<file path="src/rtl/uart_pkg.sv">
// Shared UART definitions: transmit FSM states and framing constants.
// Intended for reuse by a future receiver as well as the sender.
package uart_pkg;

  typedef enum logic [2:0] {
    IDLE,
    ARM,
    START,
    DATA,
    STOP
  } uart_tx_state_t;

  localparam int unsigned DEFAULT_CLKS_PER_BIT = 868;
  localparam int unsigned UART_DATA_BITS       = 8;

endpackage

</file>
<file path="src/rtl/baud_counter.sv">
// Bit-period timer: counts 0..CLKS_PER_BIT-1 and pulses tick on the last cycle of each period.
// Held at zero while clear is high so the first period after clear is always full length.
module baud_counter #(
  parameter int unsigned CLKS_PER_BIT = 868,
  parameter int unsigned CNT_W        = 16
) (
  input  logic CLK,
  input  logic reset,
  input  logic clear,
  output logic tick
);

  localparam logic [CNT_W-1:0] LastCnt = CNT_W'(CLKS_PER_BIT - 1);

  logic [CNT_W-1:0] cnt_q, cnt_d;

  assign tick = ~clear & (cnt_q == LastCnt);

  always_comb begin
    cnt_d = cnt_q + CNT_W'(1);
    if (clear || tick) begin
      cnt_d = '0;
    end
  end

  always_ff @(posedge CLK or negedge reset) begin
    if (!reset) begin
      cnt_q <= '0;
    end else begin
      cnt_q <= cnt_d;
    end
  end

endmodule

</file>
<file path="src/rtl/uart_sender.sv">
// 8N1 UART transmitter fed byte-wise by the word-to-byte sender buffer over valid/sender_ready.
// All outputs are registered; ARM inserts one non-accepting ready cycle so stale data is skipped.
module uart_sender
  import uart_pkg::*;
#(
  parameter int unsigned CLKS_PER_BIT = DEFAULT_CLKS_PER_BIT,
  parameter int unsigned CNT_W        = 16
) (
  input  logic                      CLK,
  input  logic                      reset,
  input  logic [UART_DATA_BITS-1:0] data,
  input  logic                      valid,
  output logic                      sender_ready,
  output logic                      txd,
  output logic                      busy
);

  localparam logic [2:0] LastBit = 3'(UART_DATA_BITS - 1);

  uart_tx_state_t            state_q;
  logic [UART_DATA_BITS-1:0] shift_q;
  logic [2:0]                bit_idx_q;
  logic                      txd_q;
  logic                      ready_q;
  logic                      busy_q;
  logic                      cnt_clear;
  logic                      bit_tick;

  // The baud counter only runs while a frame is on the line.
  assign cnt_clear = (state_q == IDLE) || (state_q == ARM);

  baud_counter #(
    .CLKS_PER_BIT (CLKS_PER_BIT),
    .CNT_W        (CNT_W)
  ) u_baud_counter (
    .CLK   (CLK),
    .reset (reset),
    .clear (cnt_clear),
    .tick  (bit_tick)
  );

  always_ff @(posedge CLK or negedge reset) begin
    if (!reset) begin
      state_q   <= ARM;
      shift_q   <= '0;
      bit_idx_q <= '0;
      txd_q     <= 1'b1;
      ready_q   <= 1'b0;
      busy_q    <= 1'b0;
    end else begin
      unique case (state_q)
        ARM: begin
          state_q <= IDLE;
          ready_q <= 1'b1;
        end
        IDLE: begin
          if (valid) begin
            shift_q <= data;
            state_q <= START;
            txd_q   <= 1'b0;
            ready_q <= 1'b0;
            busy_q  <= 1'b1;
          end
        end
        START: begin
          if (bit_tick) begin
            state_q   <= DATA;
            bit_idx_q <= '0;
            txd_q     <= shift_q[0];
          end
        end
        DATA: begin
          if (bit_tick) begin
            if (bit_idx_q == LastBit) begin
              state_q <= STOP;
              txd_q   <= 1'b1;
            end else begin
              bit_idx_q <= bit_idx_q + 3'd1;
              txd_q     <= shift_q[bit_idx_q + 3'd1];
            end
          end
        end
        STOP: begin
          // Ready rises on entry to ARM, one cycle before an accept is possible.
          if (bit_tick) begin
            state_q <= ARM;
            ready_q <= 1'b1;
            busy_q  <= 1'b0;
          end
        end
        default: begin
          state_q <= ARM;
          txd_q   <= 1'b1;
          ready_q <= 1'b0;
          busy_q  <= 1'b0;
        end
      endcase
    end
  end

  assign sender_ready = ready_q;
  assign txd          = txd_q;
  assign busy         = busy_q;

endmodule

</file>
<file path="config.mk">
export PLATFORM = sky130hd
export DESIGN_NAME = uart_sender
export DESIGN_NICKNAME = d
export VERILOG_FILES = /design/src/rtl/uart_pkg.sv /design/src/rtl/baud_counter.sv /design/src/rtl/uart_sender.sv
export SDC_FILE = /design/constraint.sdc
export NUM_CORES = 1
export LEC_CHECK = 0
export ABC_CLOCK_PERIOD_IN_PS = 5400
export CAP_MARGIN = 20
export CORE_MARGIN = 2
export CORE_UTILIZATION = 40
export DETAILED_ROUTE_END_ITERATION = 6
export GPL_ROUTABILITY_DRIVEN = 1
export PLACE_DENSITY = 0.6
export SYNTH_ARGS = -nofsm -noshare
export SYNTH_HDL_FRONTEND = slang
export SYNTH_SLANG_ARGS = --single-unit
</file>
<file path="constraint.sdc">
create_clock -name CLK -period 5.4 [get_ports CLK]
set_clock_uncertainty 0.15 [all_clocks]
set_input_delay 1.62 -clock CLK [delete_from_list [all_inputs] [get_ports CLK]]
set_output_delay 1.62 -clock CLK [all_outputs]
set_load 0.1 [all_outputs]
</file>
# Word level (Yosys, flattened, before mapping)
# Index checks and enable logic that the tools add are counted.
[classes]
addsub = 2
n_mul = 0
div = 0
n_lt_le_gt_ge = 1
eq_ne = 12
n_shift = 0
mux = 23
bitwise_logic = 5
n_reduce_logical = 13
[ops]
columns = ["op", "count"]
rows = [
  ["$mux 3", 8],
  ["$add 16x1->16 const B", 1],
  ["$eq 16x10->1 const B", 1],
  ["$mux 16", 1],
  ["$pmux 3 s5", 1],
  ["$mux 1", 8],
  ["$pmux 1 s4", 2],
  ["$reduce_and 4->1", 2],
  ["$eq 3x2->1 const B", 2],
  ["$eq 3x3->1 const B", 2],
  ["$ne 2x1->1 const B", 3],
  ["$ne 2x2->1 const B", 3],
  ["$pmux 3 s2", 1],
  ["$reduce_and 3->1", 2],
  ["$reduce_and 5->1", 1],
  ["$lt 3x4->1 const B", 1],
  ["$not 1->1", 4],
  ["$reduce_or 2->1", 2],
  ["$add 3x1->3 const B", 1],
  ["$bmux 1 s3", 1],
  ["$eq 3x1->1 const B", 1],
  ["$logic_not 3->1", 1],
  ["$pmux 1 s3", 1],
  ["$reduce_or 3->1", 1],
  ["other kinds (4)", 5],
]
[totals]
reg_bits = 33
latchBits = 0
mem_bits_rw = 0
rom_bits = 0
in_bits = 11
output_inout_bits = 3
wordCells = 63
mem_count = 0

# Longest topological paths before layout
# Gate-level depths: netlist (run 1).
[depth]
word_depth = 6
ltp_mapped = 6

# Modules after synthesis
# From an unflattened synthesis (run 1), not the netlist that was laid out.
[hier_totals]
hier_cells = 167
area_unflattened_um2 = 1719.1
[modules_own_cells]
columns = ["module", "n_inst", "cells_each", "area_each_um2", "seq_area_each_um2"]
rows = [
  ["uart_sender", 1, 84, 892.1, 427.9],
  ["baud_counter", 1, 83, 827.0, 400.4],
]

# Worst setup path after synthesis (run 1)
# No wires, ideal clock.
[synth_timing]
path_kind = "input to register"
from = "in valid"
to = "reg shift_q[0]"
setup_time_ps = 125
arrival_ps = 2416
path_slack_ps = 2710
cell_stages = 4
n_path_buf = 1
cell_sequence = "nor2b_1 and2_1 buf_2 mux2_2"
[synth_between]
elab_chain_cells = 1
[synth_rtl]
columns = ["item", "line_no", "source"]
rows = [
  ["start: declaration", "uart_sender.sv:12", "input logic valid,"],
  ["$reduce_and 2->1 (no source line)", "n/a", ""],
  ["end signal: assignment", "uart_sender.sv:58", "shift_q <= data;"],
  ["end: declaration", "uart_sender.sv:21", "logic [UART_DATA_BITS-1:0] shift_q;"],
]
# Every way passes these cells.
# A chain may end at the register's enable or synchronous reset.

# Final worst setup path (run 1)
[layout_timing]
from = "reg txd_q, in the netlist txd"
to = "out txd"
[layout_lines]
columns = ["item", "line_no", "source"]
rows = [
  ["start: declaration", "uart_sender.sv:23", "logic txd_q;"],
  ["start signal: assignment", "uart_sender.sv:69", "txd_q <= shift_q[0];"],
  ["start signal: assignment", "uart_sender.sv:79", "txd_q <= shift_q[bit_idx_q + 3'd1];"],
  ["end: declaration", "uart_sender.sv:14", "output logic txd,"],
]
# No word-level cell between the ends.

==> results of run 1 <==
-- cell families (layout without fill, tap and decap cells) --
logic type	count (synthesis)	count (layout)	synth area share (%)
simple gates	57	57	18.03
buf+inv	14	30	3.400
mux	16	16	10.94
fa+ha+maj	3	3	2.218
xor+xnor	11	11	5.691
flops	33	33	48.93
compound gates	29	29	10.79
-- worst min-delay path by stage --
stage / slack, ns / endpoint / depth (start not counted) / from
3_5_place_dp: 0.35 / u_baud_counter.cnt_q[0] / 1 / u_baud_counter.cnt_q[0]
4_1_cts: 0.36 / u_baud_counter.cnt_q[0] / 1 / u_baud_counter.cnt_q[0]
2_1_floorplan: 0.30 / u_baud_counter.cnt_q[0] / 1 / u_baud_counter.cnt_q[0]
6_report: 0.35 / u_baud_counter.cnt_q[0] / 1 / u_baud_counter.cnt_q[0]
3_3_place_gp: 0.32 / u_baud_counter.cnt_q[0] / 1 / u_baud_counter.cnt_q[0]
5_1_grt: 0.38 / shift_q[1] / 1 / shift_q[1]
-- per-layer routing --
metal  track usage, %  share of wire, %
met3            3.509               4.4
met1            20.85                48
met2            22.97                47
met4            9.368               1.2
met5                0                 0
-- cell usage after synthesis (3+ instances only) --
library cell,instances
nand2_1,10
nand3_1,9
clkbuf_1,3
nor2_1,15
mux2_2,10
o21ai_0,9
mux2i_1,5
a21oi_1,6
o211ai_1,3
ha_1,3
nor4_1,4
buf_2,4
inv_1,7
dfrtp_1,31
nand4_1,3
xnor2_1,5
xor2_1,6
-- power by group --
part           internal [mW]  total (mW)  switching (mW)
clock                  0.104       0.194          0.0900
combinational        0.00718      0.0136         0.00646
sequential             0.247       0.247               0
total                  0.358       0.455          0.0964
-- registers in the layout, summed over array words and instances (netlist names) --
| register | count |
|---|---|
| txd | 1 |
| bit_idx_q | 3 |
| u_baud_counter.cnt_q | 16 |
| busy | 1 |
| sender_ready | 1 |
| shift_q | 8 |
| state_q | 3 |
-- metrics by stage --
stage / util, % / setup WS, ns / cell area [µm²] / hold slack, ns / power [mW]
after floorplan: - / 2.710 / 1693 / 0.3049 / 0.2527
after global placement: 46.21 / 1.999 / 1862 / 0.3222 / 0.2655
after detailed placement: 46.21 / 2.002 / 1862 / 0.3487 / 0.2659
after CTS: 48.45 / 1.676 / 1952 / 0.3567 / 0.4625
after global routing: 48.63 / 1.656 / 1959 / 0.3798 / 0.4732
final: 48.63 / 1.693 / 1959 / 0.3514 / 0.4548
-- cell type report --
| class | count | area [µm²] |
|---|---|---|
| fill | 378 | 2069 |
| sequential | 33 | 828.3 |
| multi-input combinational | 116 | 807.0 |
| timing repair buffer | 15 | 145.1 |
| clock buffer | 8 | 90.09 |
| tap | 50 | 62.56 |
| inverter | 7 | 26.28 |
==> impl_metrics.env, run 1 <==
export IMPL_clk_pin_slew_ns=0.07
export IMPL_drive_above_1_share_pct=15.64
export IMPL_finalNonFillerCells=229
export IMPL_antenna_cells=0
export IMPL_dieArea_um2=4769
export IMPL_die_w_um=69.06
export IMPL_track_usage_pct=15.58
export IMPL_slew_headroom_pct=35.89
export IMPL_slowest_delay_ns=1.12
export IMPL_reg2reg_setup_slack_ns=3.14
export IMPL_crit_type="reg2out"
export IMPL_critical_path_top_delay_family="buffers and inverters"
export IMPL_critPathArrivalTime_ns=1.94
export IMPL_required_ns=3.63
export IMPL_tns_ns=0
export IMPL_yosysTopAreaCell="dfrtp_1"
export IMPL_initial_utilization_pct=42.02
export IMPL_min_period_ns=3.707
export IMPL_synthCells=163
export IMPL_ys_top_cells_by_area="dfrtp_1 (46%), mux2_2 (6.7%), nor2_1 (3.3%), dfstp_2 (3.1%), xor2_1 (3.1%)"
export IMPL_final_cell_mix="dfrtp_1 (31), nor2_1 (15), clkdlybuf4s50_1 (13)"
export IMPL_netlist_area_um2=1693
export IMPL_synth_edf_count=0
export IMPL_crit_end="txd"
export IMPL_cp_slowest_cell="clkdlybuf4s50_1"
export IMPL_drc=0
export IMPL_avgSynthCellArea_um2=10.39
export IMPL_post_cts_resized=0
export IMPL_die_y_um=69.06
export IMPL_grt_max_degree=34
export IMPL_cp_max_fo=2
export IMPL_ir_drop_mv=0.1344
export IMPL_hold_viol=0
export IMPL_startpoint="txd"
export IMPL_synth_nets=177
export IMPL_synth_top_area_share_pct=45.82
export IMPL_cap_violations=0
export IMPL_worst_path_stages=1
export IMPL_endpoint_kind="primary output"
export IMPL_ant_nets=0
export IMPL_synth_seq_area_share_pct=48.93
export IMPL_tightest_slew_ns=0.9586
export IMPL_hold_class="reg2reg"
export IMPL_fin_nets=192
export IMPL_status="completed"
export IMPL_cts_buffer_depth=2
export IMPL_vias=1284
export IMPL_insertion_delay_ns=0.29
export IMPL_io_pins=14
export IMPL_firstDrtPassIters=4
export IMPL_synth_seq_cells=33
export IMPL_post_route_period_util_pct=68.64
export IMPL_dp_hpwl_mm=2.354
export IMPL_area_growth_pct=15.74
export IMPL_rows=23
export IMPL_final_common_cell="dfrtp_1"
export IMPL_post_cts_buffers=0
export IMPL_wire_per_inst_um=14.78
export IMPL_numCtsBuffers=5
export IMPL_coreArea_um2=4029
export IMPL_r2r_cells=5
export IMPL_cp_start_kind="register"
export IMPL_slew_viol_final=0
export IMPL_htreeDepth=2
export IMPL_vias_per_cell=5.607
export IMPL_grt_overflow=0
export IMPL_path_buf_inv=1
export IMPL_fmax_mhz=269.8
export IMPL_cts_sinks=33
export IMPL_drtIter0Drc=57
export IMPL_powerDensity_nw_per_um2=232.1
export IMPL_power_leakage_nw=0.8335
export IMPL_routed_wirelength_mm=3.385
export IMPL_yosys_warnings=0
export IMPL_rsz0062_at_grt="false"
export IMPL_dp_cells=220
export IMPL_r2r_end="txd"
export IMPL_ys_async_sr_fraction_pct=100.0
export IMPL_hold_buffers=0
export IMPL_grt_pass1_wl_mm=5.920
export IMPL_yosys_most_used_dff="dfrtp_1"
export IMPL_yosys_cell_types_count=41
export IMPL_antenna_found_initial=0
export IMPL_root_buffer="clkbuf_8"
export IMPL_finalSetupViolCount=0
export IMPL_cts_tree="built"
export IMPL_port_buffer_count=13
export IMPL_timing_rr_start="u_baud_counter.cnt_q[0]"
export IMPL_grt_pass1_vias=1314
export IMPL_gp_congestion=0.7600
export IMPL_worstPathCellList="clkdlybuf4s50_1"
Note: power is estimated with default switching activity, not from simulation.
==> run 2: changes to the inputs <==
--- a/config.mk
+++ b/config.mk
@@ -5,7 +5,7 @@
 export SDC_FILE = /design/constraint.sdc
 export NUM_CORES = 1
 export LEC_CHECK = 0
-export ABC_CLOCK_PERIOD_IN_PS = 5400
+export ABC_CLOCK_PERIOD_IN_PS = 3600
 export CAP_MARGIN = 20
 export CORE_MARGIN = 2
 export CORE_UTILIZATION = 40
==> constraint.sdc (replaced) <==
create_clock -name CLK -period 3.6 [get_ports CLK]
set_clock_uncertainty 0.15 [all_clocks]
set_input_delay 1.08 -clock CLK [delete_from_list [all_inputs] [get_ports CLK]]
set_output_delay 1.08 -clock CLK [all_outputs]
set_load 0.1 [all_outputs]
==> run 2 against run 1 <==
Net effect:
- sequential share of layout area rose by 0.33 points
- clock power up 38%
- die area stayed put
- global-route usage is 0.64 points lower
- sequential power rose by 50%
- setup slack got worse by 0.70 ns
- via count down 0.93%
- cell count stayed put
- critical path depth is 3 higher
- routed wire length increased by 1.2%
- clock-buffer cell count is 2 lower
- highest routed layer unchanged
==> impl_metrics.env, run 2 (synthesis gave the netlist of run 1 again) <==
export IMPL_gp_congestion=0.8177
export IMPL_cp_start_kind="input port"
export IMPL_slew_viol_final=0
export IMPL_io_pins=14
export IMPL_critPathArrivalTime_ns=2.61
export IMPL_fin_ws_ns=0.9961
export IMPL_vias=1272
export IMPL_dp_hpwl_mm=2.357
export IMPL_powerDensity_nw_per_um2=339.2
export IMPL_largestRegisters="u_baud_counter.cnt_q: 16 flops, shift_q: 8 flops"
export IMPL_post_route_period_util_pct=72.33
export IMPL_initial_utilization_pct=42.02
export IMPL_coreArea_um2=4029
export IMPL_die_w_um=69.06
export IMPL_track_usage_pct=14.95
export IMPL_grt_pass1_vias=1288
export IMPL_slowest_delay_ns=0.52
export IMPL_largest_register_ffs=16
export IMPL_cts_sinks=33
export IMPL_cp_slowest_cell="clkdlybuf4s50_1"
export IMPL_path_buf_inv=1
export IMPL_tns_ns=0
export IMPL_cts_buffer_depth=2
export IMPL_routed_wirelength_mm=3.425
export IMPL_crit_type="in2reg"
export IMPL_grt_pass1_wl_mm=5.844
export IMPL_antenna_found_initial=0
export IMPL_rows=23
export IMPL_cap_violations=0
export IMPL_port_buffer_count=13
export IMPL_slew_headroom_pct=62.56
export IMPL_post_cts_buffers=0
export IMPL_hold_viol=0
export IMPL_regMostFlops="u_baud_counter.cnt_q"
export IMPL_ir_drop_mv=0.1787
export IMPL_drc=0
export IMPL_final_common_cell="dfrtp_1"
export IMPL_wire_per_inst_um=14.96
export IMPL_critical_path_top_delay_family="simple AND/OR/NAND/NOR gates"
export IMPL_ant_nets=0
export IMPL_finalSetupViolCount=0
export IMPL_stdcell_area_um2=1944
export IMPL_hold_buffers=0
export IMPL_antenna_cells=0
export IMPL_cp_max_fo=8
export IMPL_required_ns=3.61
export IMPL_endpoint_kind="register"
export IMPL_dpl_cell_area_um2=1854
export IMPL_min_period_ns=2.604
export IMPL_pre_cts_slack_ns=0.7286
export IMPL_status="completed"
export IMPL_drive_above_1_share_pct=17.88
export IMPL_post_cts_resized=0
export IMPL_area_growth_pct=14.86
export IMPL_clk_pin_slew_ns=0.07
export IMPL_firstDrtPassIters=4
export IMPL_hold_class="reg2reg"
export IMPL_fin_nets=192
export IMPL_postLayoutCoreUtil_pct=48.26
export IMPL_tightest_slew_ns=0.5600
export IMPL_cts_tree="built"
export IMPL_grt_overflow=0
export IMPL_final_cell_mix="dfrtp_1 (31), nor2_1 (15), nand2_1 (10), mux2_2 (10), clkdlybuf4s50_1 (10)"
export IMPL_die_y_um=69.06
export IMPL_grt_max_degree=34
export IMPL_power_leakage_nw=0.8368
export IMPL_numCtsBuffers=5
export IMPL_drtIter0Drc=112
export IMPL_fmax_mhz=384.0
export IMPL_worstPathCellList="clkdlybuf4s50_1, nor2b_1, and2_1, mux2_2"
export IMPL_root_buffer="clkbuf_8"
export IMPL_rsz0062_at_grt="false"
export IMPL_vias_per_cell=5.555
export IMPL_dieArea_um2=4769
export IMPL_insertion_delay_ns=0.28
export IMPL_htreeDepth=2
-- run 2: worst paths after layout --
path	from	slack (ns)	to	cells after the start
setup / recovery	valid	1.0	shift_q[6]	4
hold / removal	u_baud_counter.cnt_q[0]	0.35	u_baud_counter.cnt_q[0]	1
setup reg to reg	u_baud_counter.cnt_q[0]	1.29	txd	5
hold reg to reg	u_baud_counter.cnt_q[0]	0.35	u_baud_counter.cnt_q[0]	1
max in group asynchronous	reset	1.91	txd	2
min in group asynchronous	reset	1.05	bit_idx_q[0]	2
-- run 2: through the flow --
step	power (mW)	cells	hold slack [ns]
final	0.6595	229	0.3524
after global routing	0.6836	229	0.3710
after CTS	0.6713	228	0.3437
after detailed placement	0.3987	220	0.3340
after global placement	0.3982	220	0.3219
after floorplan	0.3791	163	0.3049
-- run 2: final cells by class --
| class | count | area (µm²) |
|---|---|---|
| fillers | 387 | 2085 |
| flip-flops and latches | 33 | 828.3 |
| multi-input cells | 116 | 807.0 |
| repair buffers | 15 | 137.6 |
| clock buffers | 6 | 72.57 |
| well taps | 50 | 62.56 |
| inverters | 7 | 26.28 |
| clock inverters | 2 | 10.01 |
-- run 2: power breakdown --
part	total (mW)	internal, mW	switching, mW	leakage (nW)
combinational	0.0203	0.0107	0.00951	0.363
clock	0.268	0.134	0.134	0.0450
sequential	0.371	0.371	0	0.429
-- run 2: metal layers --
metal | vias up | wire length (µm) | part of all wire, % | GRT usage (%)
met5 | - | 0 | 0 | 0
met4 | 0 | 32 | 0.93 | 7.190
met3 | 4 | 90 | 2.6 | 3.801
met2 | 17 | 1620 | 47 | 22.97
met1 | 639 | 1681 | 49 | 19.64
li1 | 612 | - | - | -
==> run 3: changes to the inputs <==
--- a/config.mk
+++ b/config.mk
@@ -5,13 +5,13 @@
 export SDC_FILE = /design/constraint.sdc
 export NUM_CORES = 1
 export LEC_CHECK = 0
-export ABC_CLOCK_PERIOD_IN_PS = 3600
+export ABC_CLOCK_PERIOD_IN_PS = 2200
 export CAP_MARGIN = 20
 export CORE_MARGIN = 2
 export CORE_UTILIZATION = 40
 export DETAILED_ROUTE_END_ITERATION = 6
 export GPL_ROUTABILITY_DRIVEN = 1
-export PLACE_DENSITY = 0.6
+export PLACE_DENSITY = 0.62
 export SYNTH_ARGS = -nofsm -noshare
 export SYNTH_HDL_FRONTEND = slang
 export SYNTH_SLANG_ARGS = --single-unit
==> constraint.sdc (replaced) <==
create_clock -name CLK -period 2.2 [get_ports CLK]
set_clock_uncertainty 0.15 [all_clocks]
set_input_delay 0.66 -clock CLK [delete_from_list [all_inputs] [get_ports CLK]]
set_output_delay 0.66 -clock CLK [all_outputs]
set_load 0.1 [all_outputs]
==> run 3 against run 2 <==
Net effect:
- routed wire length decreased by 1.8%
- utilization increased by 3.0 points
- setup slack got worse by 0.81 ns
- clock power increased by 120%
- largest power group unchanged
==> impl_metrics.env, run 3 (synthesis gave the netlist of run 1 again) <==
export IMPL_cts_sinks=33
export IMPL_regMostFlops="u_baud_counter.cnt_q"
export IMPL_rsz0062_at_grt="false"
export IMPL_seq_area_um2=828.3
export IMPL_cap_violations=0
export IMPL_ant_nets=0
export IMPL_finalSetupViolCount=0
export IMPL_die_w_um=69.06
export IMPL_vias=1306
export IMPL_wire_per_inst_um=14.37
export IMPL_stdcell_area_um2=2066
export IMPL_final_cell_mix="dfrtp_1 (31), nor2_1 (15), nand2_1 (10), mux2_2 (10), clkdlybuf4s50_1 (10)"
export IMPL_routed_wirelength_mm=3.363
export IMPL_fillers=365
export IMPL_multi_input_area_um2=807.0
export IMPL_required_ns=2.22
export IMPL_drtIter0Drc=109
export IMPL_hold_class="reg2reg"
export IMPL_largest_register_ffs=16
export IMPL_status="completed"
export IMPL_numCtsBuffers=5
export IMPL_port_buffer_count=13
export IMPL_io_pins=14
export IMPL_insertion_delay_ns=0.29
export IMPL_min_period_ns=2.012
export IMPL_ir_drop_mv=0.5299
export IMPL_final_common_cell="dfrtp_1"
export IMPL_path_buf_inv=2
export IMPL_fin_nets=197
export IMPL_critical_path_top_delay_family="buffers and inverters"
export IMPL_htreeDepth=2
export IMPL_rows=23
export IMPL_slowest_delay_ns=0.49
export IMPL_post_cts_resized=0
export IMPL_cp_start_kind="input port"
export IMPL_clk_pin_slew_ns=0.07
export IMPL_hold_viol=0
export IMPL_hold_buffers=0
export IMPL_drc=0
export IMPL_post_route_period_util_pct=91.44
export IMPL_slew_viol_final=0
export IMPL_powerDensity_nw_per_um2=598.2
export IMPL_root_buffer="clkbuf_8"
export IMPL_postLayoutCoreUtil_pct=51.27
export IMPL_die_y_um=69.06
export IMPL_coreArea_um2=4029
export IMPL_worstPathCellList="clkdlybuf4s50_1, nor2b_1, and2_1, buf_12, mux2_2"
export IMPL_grt_max_degree=34
export IMPL_crit_type="in2reg"
export IMPL_dieArea_um2=4769
export IMPL_cp_max_fo=8
export IMPL_cts_buffer_depth=2
export IMPL_fmax_mhz=497.1
export IMPL_critPathArrivalTime_ns=2.04
export IMPL_firstDrtPassIters=4
export IMPL_power_leakage_nw=0.8895
export IMPL_dpl_cell_area_um2=1949
export IMPL_initial_utilization_pct=42.02
export IMPL_tightest_slew_ns=0.4222
export IMPL_vias_per_cell=5.581
export IMPL_cts_tree="built"
export IMPL_drive_above_1_share_pct=20.11
export IMPL_post_cts_buffers=0
export IMPL_grt_overflow=0
export IMPL_largestRegisters="u_baud_counter.cnt_q: 16 flops, shift_q: 8 flops"
export IMPL_antenna_found_initial=0
export IMPL_track_usage_pct=15.07
export IMPL_endpoint_kind="register"
export IMPL_gp_congestion=0.7618
export IMPL_slew_headroom_pct=71.85
export IMPL_grt_pass1_vias=1272
export IMPL_antenna_cells=0
export IMPL_dp_hpwl_mm=2.383
export IMPL_area_growth_pct=22.03
export IMPL_cp_slowest_cell="clkdlybuf4s50_1"
export IMPL_grt_pass1_wl_mm=5.733
-- run 3: final timing paths --
kind | from | end | slack, ns | depth (start not counted)
max reg2reg | u_baud_counter.cnt_q[0] | bit_idx_q[2] | 0.23 | 6
min in group asynchronous | reset | state_q[2] | 0.63 | 2
max in group asynchronous | reset | state_q[0] | 0.95 | 2
min reg2reg | u_baud_counter.cnt_q[0] | u_baud_counter.cnt_q[0] | 0.34 | 1
min | u_baud_counter.cnt_q[0] | u_baud_counter.cnt_q[0] | 0.34 | 1
max | valid | shift_q[5] | 0.19 | 5
-- run 3: worst reg2reg max path: stages, from the launching register on --
cell and delay (ns):
dfrtp_1 0.39, ha_1 0.26, nor3b_1 0.22, nand4_1 0.19, buf_4 0.23, or2_1 0.27
o211ai_1 0.19
-- run 3: per-layer routing --
| metal | share of wire (%) | track usage, % | routed length [µm] | vias up |
|---|---|---|---|---|
| li1 | - | - | - | 623 |
| met1 | 46 | 20.23 | 1562 | 650 |
| met2 | 48 | 22.76 | 1629 | 31 |
| met3 | 4.5 | 3.655 | 153 | 2 |
| met4 | 0.51 | 7.407 | 17 | 0 |
| met5 | 0 | 0 | 0 | - |
-- run 3: layout make-up --
class                           count  share of cell area, %
Clock buffer                        7                  4.179
Clock inverter                      1                  1.454
Inverter                            7                  1.272
Multi-Input combinational cell    116                  39.07
Sequential cell                    33                  40.10
Tap cell                           50                  3.028
Timing Repair Buffer               20                  10.90
-- run 3: report_power, final --
part	leakage, nW	internal, mW	switching, mW
sequential	0.429	0.607	0
clock	0.0585	0.369	0.224
combinational	0.402	0.0197	0.0158
-- run 3: through the flow --
stage	TNS [ns]	hold WS [ns]	total power [mW]	instances	setup slack, ns
after floorplan	0	0.2144	0.6203	163	0.4035
after global placement	-0.6000	0.3209	0.6545	226	-0.07549
after detailed placement	-0.6483	0.3440	0.6549	226	-0.09113
after CTS	0	0.3530	1.253	234	0.2041
after global routing	0	0.3771	1.278	234	0.1235
final	0	0.3406	1.236	234	0.1883
==> variant 1 (settings of run 1) <==
`CNT_W` is set to 16 in 2 places; all go to 32.
--- a/src/rtl/baud_counter.sv
+++ b/src/rtl/baud_counter.sv
@@ -2,7 +2,7 @@
 // Held at zero while clear is high so the first period after clear is always full length.
 module baud_counter #(
   parameter int unsigned CLKS_PER_BIT = 868,
-  parameter int unsigned CNT_W        = 16
+  parameter int unsigned CNT_W        = 32
 ) (
   input  logic CLK,
   input  logic reset,
--- a/src/rtl/uart_sender.sv
+++ b/src/rtl/uart_sender.sv
@@ -4,7 +4,7 @@
   import uart_pkg::*;
 #(
   parameter int unsigned CLKS_PER_BIT = DEFAULT_CLKS_PER_BIT,
-  parameter int unsigned CNT_W        = 16
+  parameter int unsigned CNT_W        = 32
 ) (
   input  logic                      CLK,
   input  logic                      reset,
Formal check against the unedited RTL: no difference found for any inputs over 10 cycles, from zero or initial values and one cycle with reset low; that may be too few to reach the edited logic, so the function may still have changed.
==> variant 1 against run 1 <==
  * Routed wire length rose by 43%
  * Non-clock buffer count is the same
  * Cell area rose by 45%
  * Sequential cell count up 16
  * Power rose by 41%
  * Synthesized area grew 50%
  * Die area up 47%
  * Sequential power is 49% higher
  * Fmax shrank 0.93%
  * Via count is 40% higher
  * Utilization decreased by 3.0 points
  * Worst setup slack worse by 35 ps
  * Sequential share of layout area increased by 0.91 points
  * Critical path type unchanged
==> variant 1: results (changes against run 1) <==
stage;metric;value;unit;change
route;wl_per_cell;14.5;um;-1.9%
grt;grt_pass1_vias;1728;;+32%
worst_setup_path;critical_path.slowest_cell;clkdlybuf4s50_1;;
worst_setup_path;cpLargestDelayFamily;buffers and inverters;;
worst_setup_path;reg2reg_depth;6;;+1
grt;grt_max_degree;50;;+47%
logic_synthesis;ys_seq_area_share;48.3;%;-0.63 points
finish;reg_top3;u_baud_counter.cnt_q: 32 flops, shift_q: 8 flops;;
logic_synthesis;syn-num-nets;260;;+47%
worst_setup_path;arrival;1970;ps;+30 ps
cts;clk_latency;300;ps;
cts;cts-buffers-inserted;5;;unchanged
logic_synthesis;synthDistinctLibCells;39;;-4.9%
grt;grt_pass1_wl;8480;um;+43%
logic_synthesis;synth-adder-area-share;1.48;%;-0.74 points
grt;antenna_found_initial;0;;unchanged
finish;drive_gt1_share;12.8;%;-2.9 points
logic_synthesis;yosysWarningCount;0;;unchanged
power;ir_worst_vdd;138;uV;+2.5%
cts;htreeDepth;2;;unchanged
route;vias;1795;;+40%
finish;num-fill-cells;620;;+64%
logic_synthesis;yosys-top-cells-count;47 x dfrtp_1, 33 x nor2_1, 16 x xnor2_1;;
placed_design;dp_hpwl;3300;um;+40%
logic_synthesis;synth.area.top_cells;dfrtp_1 46%, xnor2_1 5.5%, nor2_1 4.9%;;
finish;final_nets;271;;+41%
worst_setup_path;r2r-start;u_baud_counter.cnt_q[0];;
placed_design;gp_congestion;0.752;;-1.1%
route;first_pass_iters;5;;+1
grt;grtUsageTotal;14.9;%;-0.66 points
placed_design;pre_cts_slack;1990;ps;-8.39 ps
finish;antenna_cells;0;;unchanged
worst_setup_path;worstPathMaxFanout;2;;unchanged
route;drt_iter0_markers;81;;+42%
sta;tightest_slew;968;ps;+9.07 ps
logic_synthesis;synth_async_sr_flop_share;100;%;unchanged
placed_design;place.port_buffers;13;;unchanged
worst_setup_path;r2r-end;bit_idx_q[1];;
worst_setup_path;slowest_delay;1130;ps;
cts;clkTransAtPathRegs;90;ps;+20 ps
worst_hold_path;hold_path.class;flop to flop;;
logic_synthesis;synth_xor_area_share;9.64;%;+3.9 points
cts;clock_path_buffers;2;;unchanged
outcome;outcome;finished clean;;
worst_setup_path;reg2reg_slack;3190;ps;+50 ps
logic_synthesis;synth-compound-area-share;5.51;%;-5.3 points
cts;post_cts_buffers;0;;unchanged
logic_synthesis;synth.area.mux_share;7.23;%;-3.7 points
power;p_leak;1.20;nW;+44%
-- variant 1: how the worst max path moves through the flow --
stage,slack [ps],depth (start not counted),end,from
5_1_grt,1630,1,txd,txd
2_1_floorplan,2710,0,sender_ready,sender_ready
3_3_place_gp,2000,1,txd,txd
6_report,1660,1,txd,txd
3_5_place_dp,1990,1,txd,txd
4_1_cts,1650,1,txd,txd
-- variant 1: stage by stage --
stage          hold slack [ps]  area (um^2)  std cells  util [%]  total power (W)
3_5_place_dp               337         2740        327      43.9         0.000390
4_1_cts                    353         2850        335      45.6         0.000653
6_report                   345         2850        335      45.6         0.000642
2_1_floorplan              305         2540        246         -         0.000375
5_1_grt                    378         2850        335      45.6         0.000667
3_3_place_gp               333         2740        327      43.9         0.000390
-- variant 1: cell type report --
cell class / count / area [um^2] / area share [%]
inverter: 7 / 26.3 / 0.923
clock inverter: 2 / 35.0 / 1.23
tap: 77 / 96.3 / 3.39
timing repair buffer: 15 / 140 / 4.93
sequential: 49 / 1230 / 43.2
clock buffer: 6 / 72.6 / 2.55
multi-input combinational: 179 / 1250 / 43.8
-- variant 1: where the power goes --
group | total, W | switching, W | internal, W | leakage, nW
Clock | 0.000261 | 0.000123 | 0.000138 | 0.0552
Combinational | 0.0000151 | 0.00000841 | 0.00000668 | 0.501
Sequential | 0.000367 | 0 | 0.000367 | 0.647
Total | 0.000642 | 0.000131 | 0.000511 | 1.20
-- variant 1: cells by family after synthesis --
logic type	Yosys count
AO/OA/AOI/OAI	23
XOR/XNOR	28
flip-flops	49
adder cells (fa/ha/maj)	3
multiplexers	16
AND/OR/NAND/NOR	109
buffers and inverters	18
-- variant 1: layer usage --
metal  vias up  GRT usage, %  wire length [um]
li1        890             -                 -
met1       882          21.9              2570
met2        17          22.1              2120
met3         6          3.66               105
met4         0          3.96                62
met5         -             0                 0
==> variant 2 (config.mk and constraints of run 1) <==
Made on the original files. Reset style: synchronous (`reset`), changed in 2 clocked blocks.
--- a/src/rtl/baud_counter.sv
+++ b/src/rtl/baud_counter.sv
@@ -23,7 +23,7 @@
     end
   end
 
-  always_ff @(posedge CLK or negedge reset) begin
+  always_ff @(posedge CLK) begin
     if (!reset) begin
       cnt_q <= '0;
     end else begin
--- a/src/rtl/uart_sender.sv
+++ b/src/rtl/uart_sender.sv
@@ -39,7 +39,7 @@
     .tick  (bit_tick)
   );
 
-  always_ff @(posedge CLK or negedge reset) begin
+  always_ff @(posedge CLK) begin
     if (!reset) begin
       state_q   <= ARM;
       shift_q   <= '0;
Check against the original RTL: differs if reset is asserted again (counterexample within 4 cycles, from zero or initial values and one cycle with reset low); with reset held inactive, the same outputs for 10 cycles.
==> variant 2 against run 1 <==
  * Worst setup slack better by 170 ps
  * Critical path depth unchanged
  * Synthesized area down 7.2%
  * Sequential cell count unchanged
  * Cell area down 7.2%
  * Routed wire length down 13%
  * Synthesized cell count up 12%
Power is not compared: it rests on default switching activity, and its combinational part moved more than twofold at a synthesized area within 25%.
==> variant 2: results (changes against run 1) <==
stage;metric;value;unit;change
logic_synthesis;synthDistinctLibCells;38;;-7.3%
worst_setup_path;worstPathMaxFanout;3;;+1
placed_design;dp_hpwl;2170;um;-7.9%
logic_synthesis;syn-num-nets;196;;+11%
placed_design;gp_congestion;0.762;;+0.22%
worst_setup_path;r2r-end;bit_idx_q[1];;
finish;final_nets;210;;+9.4%
cts;post_cts_buffers;0;;unchanged
worst_setup_path;arrival;1770;ps;-170 ps
finish;reg_top3;u_baud_counter.cnt_q: 16 flops, shift_q: 8 flops;;
cts;clock_path_buffers;2;;unchanged
cts;clkTransAtPathRegs;70;ps;about the same
worst_setup_path;end_kind;primary output;;
finish;antenna_cells;0;;unchanged
route;first_pass_iters;4;;unchanged
logic_synthesis;yosysWarningCount;0;;unchanged
worst_setup_path;reg2reg_slack;2880;ps;-260 ps
worst_setup_path;r2r-start;u_baud_counter.cnt_q[0];;
worst_setup_path;critical_path.slowest_cell;clkdlybuf4s50_1;;
power;p_leak;0.607;nW;
cts;clk_latency;280;ps;
grt;antenna_found_initial;0;;unchanged
worst_setup_path;crit_end;busy;;
logic_synthesis;synth_async_sr_flop_share;0;%;-100 points
power;ir_worst_vdd;145;uV;
worst_hold_path;hold_path.class;flop to flop;;
grt;grt_pass1_wl;5220;um;-12%
finish;drive_gt1_share;8.63;%;-7.0 points
cts;root_buffer;clkbuf_8;;
grt;grt_max_degree;20;;-41%
logic_synthesis;yosys-top-cells-count;33 x dfxtp_1, 29 x nand2_1, 20 x nor2_1;;
route;postRouteWirelength;2940;um;-13%
placed_design;place.port_buffers;13;;unchanged
cts;cts.repair.resized;0;;unchanged
cts;cts-buffers-inserted;5;;unchanged
grt;grt_pass1_vias;1184;;-9.9%
worst_setup_path;cpLargestDelayFamily;buffers and inverters;;
route;drt_iter0_markers;105;;+84%
worst_setup_path;reg2reg_depth;6;;+1
outcome;outcome;finished clean;;
worst_setup_path;crit_start;busy;;
placed_design;place_area;1740;um^2;-6.8%
logic_synthesis;ys_seq_area_share;42.1;%;-6.9 points
cts;htreeDepth;2;;unchanged
logic_synthesis;synth.area.top_cells;dfxtp_1 42%, nand2_1 6.9%, nor2_1 4.8%;;
sta;relSlewSlack;35.7;%;-0.23 points
worst_setup_path;slowest_delay;1140;ps;+20 ps
route;viasPerCell;5.09;;-9.3%
grt;grtUsageTotal;15.7;%;+0.068 points
## variant 2: cell types whose count changed in the layout (fill, tap and decap cells not counted), moves of 4 or more
cell / change
dfrtp_1: -31
dfxtp_1: +33
mux2_2: -9
nand2_1: +19
nor2_1: +5
a21boi_0: +9
nor2b_1: +4
## variant 2: cell type report
class	instances	area [um^2]
repair buffers	13	130
clock inverters	2	10.0
multi-input cells	139	870
well taps	48	60.1
inverters	4	15.0
clock buffers	6	72.6
flip-flops and latches	33	661
fillers	361	1900
## variant 2: power breakdown
group | total [W] | internal, W | switching (W)
sequential | 0.000256 | 0.000250 | 0.00000652
clock | 0.000174 | 0.0000892 | 0.0000853
combinational | 0.0000492 | 0.0000202 | 0.0000290
## variant 2: metal layers
metal  global-route usage, %  routed length, um  up-vias
met1                    19.4               1420      582
met4                    5.36                 22        0
met2                    25.0               1390       13
met3                    5.74                106        2
li1                        -                  -      649
met5                       0                  0        -
## variant 2: how the worst min path moves through the flow
stage | start | endpoint | cells after the start
floorplan | u_baud_counter.cnt_q[0] | u_baud_counter.cnt_q[0] | 1
global placement | u_baud_counter.cnt_q[0] | u_baud_counter.cnt_q[0] | 1
detailed placement | u_baud_counter.cnt_q[0] | u_baud_counter.cnt_q[0] | 1
CTS | u_baud_counter.cnt_q[0] | u_baud_counter.cnt_q[0] | 1
global route | u_baud_counter.cnt_q[0] | u_baud_counter.cnt_q[0] | 1
finish | bit_idx_q[1] | bit_idx_q[1] | 2
## variant 2: logic make-up (layout without fill, tap and decap cells)
kind of cell,after synthesis,count (layout),synth area share (%)
and+or+nand+nor,91,91,30.4
DFF,33,33,42.1
AOI/OAI and AO/OA,28,28,11.0
adders and majority gates,3,3,2.39
buffers and inverters,10,25,2.55
xor gates and xnor gates,12,12,6.69
muxes,5,5,4.86
## variant 2: through the flow
step	hold WS (ps)	utilization (%)	worst slack, ps	instances
after global placement	288	46.7	2010	237
after CTS	321	48.9	1840	245
after detailed placement	306	46.7	1980	237
final	318	48.9	1860	245
after global routing	345	48.9	1800	245
after floorplan	280	-	2690	182
